[src/rtl/nmux_pipe.sv]
`default_nettype none
// ============================================================================
// Module   : nmux_pipe
// Brief    : CH-way W-bit word selector feeding a STAGES-deep register pipe
//            with stall (freeze), flush (bubble) and valid/select tracking.
// Revision : 1.0
// ============================================================================
module nmux_pipe #(
  parameter int W      = 32,
  parameter int CH     = 4,
  parameter int STAGES = 1,
  localparam int SW    = $clog2(CH)
) (
  input  logic            clk,
  input  logic            rst,
  input  logic [CH*W-1:0] in_bus,
  input  logic [SW-1:0]   sel,
  input  logic            in_valid,
  input  logic            stall,
  input  logic            flush,
  output logic [W-1:0]    out,
  output logic            out_valid,
  output logic [SW-1:0]   out_sel,
  output logic            err
);

  logic [W-1:0]  w_word;
  logic          w_oor;

  logic [W-1:0]  r_data [STAGES];
  logic [SW-1:0] r_tag  [STAGES];
  logic          r_vld  [STAGES];
  logic          r_err;

  // Out-of-range selects fall through every compare and yield an all-zero word.
  always_comb begin
    w_word = '0;
    for (int k = 0; k < CH; k++) begin
      if (sel == SW'(k)) begin
        w_word = in_bus[k*W +: W];
      end
    end
    w_oor = (32'(sel) >= 32'(CH));
  end

  always_ff @(posedge clk or posedge rst) begin
    if (rst) begin
      for (int i = 0; i < STAGES; i++) begin
        r_data[i] <= '0;
        r_tag[i]  <= '0;
        r_vld[i]  <= 1'b0;
      end
      r_err <= 1'b0;
    end else if (flush) begin
      for (int i = 0; i < STAGES; i++) begin
        r_data[i] <= '0;
        r_tag[i]  <= '0;
        r_vld[i]  <= 1'b0;
      end
    end else if (!stall) begin
      // Bubbles carry zero data and a zero tag.
      r_data[0] <= in_valid ? w_word : '0;
      r_tag[0]  <= in_valid ? sel    : '0;
      r_vld[0]  <= in_valid;
      for (int i = 1; i < STAGES; i++) begin
        r_data[i] <= r_data[i-1];
        r_tag[i]  <= r_tag[i-1];
        r_vld[i]  <= r_vld[i-1];
      end
      if (in_valid && w_oor) begin
        r_err <= 1'b1;
      end
    end
  end

  assign out       = r_data[STAGES-1];
  assign out_valid = r_vld[STAGES-1];
  assign out_sel   = r_tag[STAGES-1];
  assign err       = r_err;

endmodule
`default_nettype wire

[config.mk]
export PLATFORM = sky130hd
export DESIGN_NAME = nmux_pipe
export DESIGN_NICKNAME = d
export VERILOG_FILES = /design/src/rtl/nmux_pipe.sv
export SDC_FILE = /design/constraint.sdc
export NUM_CORES = 1
export LEC_CHECK = 0
export BUFFER_PORTS_ARGS = -buffer_cell sky130_fd_sc_hd__buf_2
export CAP_MARGIN = 10
export CORE_MARGIN = 8
export CORE_UTILIZATION = 45
export DETAILED_ROUTE_END_ITERATION = 8
export GPL_TIMING_DRIVEN = 0
export PLACE_DENSITY = 0.87
export SKIP_LAST_GASP = 1
export SYNTH_ARGS = -nofsm -noshare
export SYNTH_HDL_FRONTEND = slang
export SYNTH_SLANG_ARGS = --single-unit
[constraint.sdc]
create_clock -name clk -period 1.9 [get_ports clk]
set_clock_uncertainty 0.15 [all_clocks]
set_input_delay 0.285 -clock clk [delete_from_list [all_inputs] [get_ports clk]]
set_output_delay 0.285 -clock clk [all_outputs]
set_load 0.02 [all_outputs]
==> reports/metrics.cfg <==
[floorplanning]
io_pins=171
initial_core_util=0.4684
fp-row-count=26
die_w_microns=89.14
core_sq_um=5140
die_h_microns=89.14
dieArea_sq_um=7946

[placement]
dp.cells=435
place_ws_ns=0.1889
dp.final_hpwl_mm=6.252
place_area_sq_um=3363
numPortBuffers=168
gp_congestion=0.7430

[cells_and_area]
syn2layout_area_growth_pct=43.61
drive_gt1_frac=0.6016
layout_common_cells=buf_2 (173), mux2i_1 (65), dfrtp_1 (35)
nets=508
diodes=0
stdcell_count=444
stdcell_area_sq_um=3457
final_common_cell=buf_2

[synthesis]
syn_area_per_cell_sq_um=12.28
synth-xor-area-share=0
ys_types=22
async_flop_share=1.000
syn-num-nets=331
yosys.area.top_type=dfrtp_1
yosys_warnings=0
synth.cell_area_sq_um=2407
synth_compound_area_frac=0.2651
ys_seq_elements=35
synth-seq-area-share=0.3638
synth_top_cell_area_share=0.3638
muxShareOfSynthArea=0.2703
synthAdderAreaFrac=0
synthCells=196
ys.flop_type=dfrtp_1
synth_edf_count=0
synthSimpleGateAreaFrac=0.02339
synth_top_family_by_area=multiplexers
synth_area_leaders=dfrtp_1 (36%), mux2i_1 (27%), o22ai_2 (16%)

[sta]
slew_headroom=0.5708
setup_viol_count_final=0
whs_ns=0.06170
fin_ws_ns=0.4912
hold_violations=0
fin_setup_tns_ns=0
rsz0062_at_grt=false
drv_slew=0
period_minus_slack_ns=1.409
fin_crit_sh=0.7415
tightest_slew_ns=0.6431
clock.fmax_mhz=709.8

[detailed_routing]
wl_mm=7.496
vias=2228
wl_per_cell_microns=16.88
drtIter0Drc=56
postRouteAntennaNets=0
drc=0
first_pass_iters=4
via_per_inst=5.018

[clock_tree]
ctsHoldBuffers=1
cts_htree_levels=2
cts-root-buf=clkbuf_8
clk_pin_slew_ns=0.07
cts_resized=0
cts_buffer_depth=2
cts_setup_buffers=0
clock_latency_ns=0.28
cts_buffers=5
clkSinkCount=35
cts_tree=yes

[global_route]
antenna_found_initial=0
grt_usage=0.1873
grt_max_degree=22
grt_pass1_wl_mm=11.60
overflow=0
grt_pass1_vias=2548

[critical_path]
crit_fanout=10
path_class=in2reg
endpoint_kind=flop
r2r_start=out_valid
crit_start=flush
required_ns=1.97
critPathLaunchType=input port
arrival_ns=1.48

[worst_hold_path]
hp-class=in2reg
hold_start=flush

[flow_run]
maxCapViolations=0

[power]
power_density_nw_per_um2=526.4
vdd_ir_drop_max_v=0.0003952
leakage_nw=2.197

[run_status]
outcome=completed

==> state kept, by name, indices dropped and copies added, names as in the netlist <==
register,count
out,32
out_sel,2
out_valid,1
==> power breakdown <==
group	internal [mW]	leakage (nW)	switching, mW
combinational	0.263	1.67	0.254
sequential	0.781	0.477	0.0184
clock	0.250	0.0477	0.253
total	1.29	2.20	0.526
==> final timing paths <==
path	endpoint	slack, ns	cells after the start
setup / recovery	out[11]	0.49	6
hold / removal	out_sel[1]	0.06	2
setup reg to reg	out_valid	1.09	2
hold reg to reg	out[8]	0.32	1
max in group asynchronous	out[13]	0.59	4
min in group asynchronous	out[23]	0.49	3
==> worst max-delay path: stages <==
cell     delay, ns
buf_2         0.13
or4b_1        0.50
buf_2         0.18
buf_6         0.17
o22ai_2       0.10
a21o_1        0.11
==> routing by layer <==
layer / part of all wire / GRT usage / up-vias / wire length [microns]
met2: 0.51 / 0.3407 / 103 / 3854
li1: - / - / 1095 / -
met4: 0.011 / 0.05287 / 0 / 81
met1: 0.38 / 0.1973 / 1023 / 2823
met3: 0.098 / 0.06801 / 7 / 735
met5: 0 / 0 / - / 0
==> area by class of cell <==
type | count | area, sq um
repair buffers | 170 | 878.3
clock inverters | 3 | 15.01
multi-input cells | 140 | 1349
fillers | 420 | 1683
well taps | 70 | 87.58
clock buffers | 5 | 68.82
plain buffers | 20 | 178.9
flip-flops and latches | 35 | 875.8
inverters | 1 | 3.754
==> Yosys cell counts, types with 2 or more instances <==
cell,number
buf_6,6
a21o_1,32
nand3b_1,2
buf_8,2
o22ai_2,30
o22ai_1,2
clkbuf_1,2
mux2i_1,65
buf_4,2
dfrtp_1,35
nand2_1,2
buf_2,5
a21oi_1,2
==> stage by stage <==
stage / power [mW] / utilization
after floorplan: 1.105 / -
after detailed placement: 1.334 / 0.6543
after global routing: 1.924 / 0.6726
after CTS: 1.842 / 0.6726
after global placement: 1.313 / 0.6490
final: 1.820 / 0.6726
==> kinds of logic (layout without fill, tap and decap cells) <==
group           count (synthesis)  after routing
compound gates                 66             66
buf+inv                        21            199
flops                          35             35
mux                            65             65
other cells                     1              1
simple gates                    8              8
No activity file was read; power rests on OpenSTA's default activity.
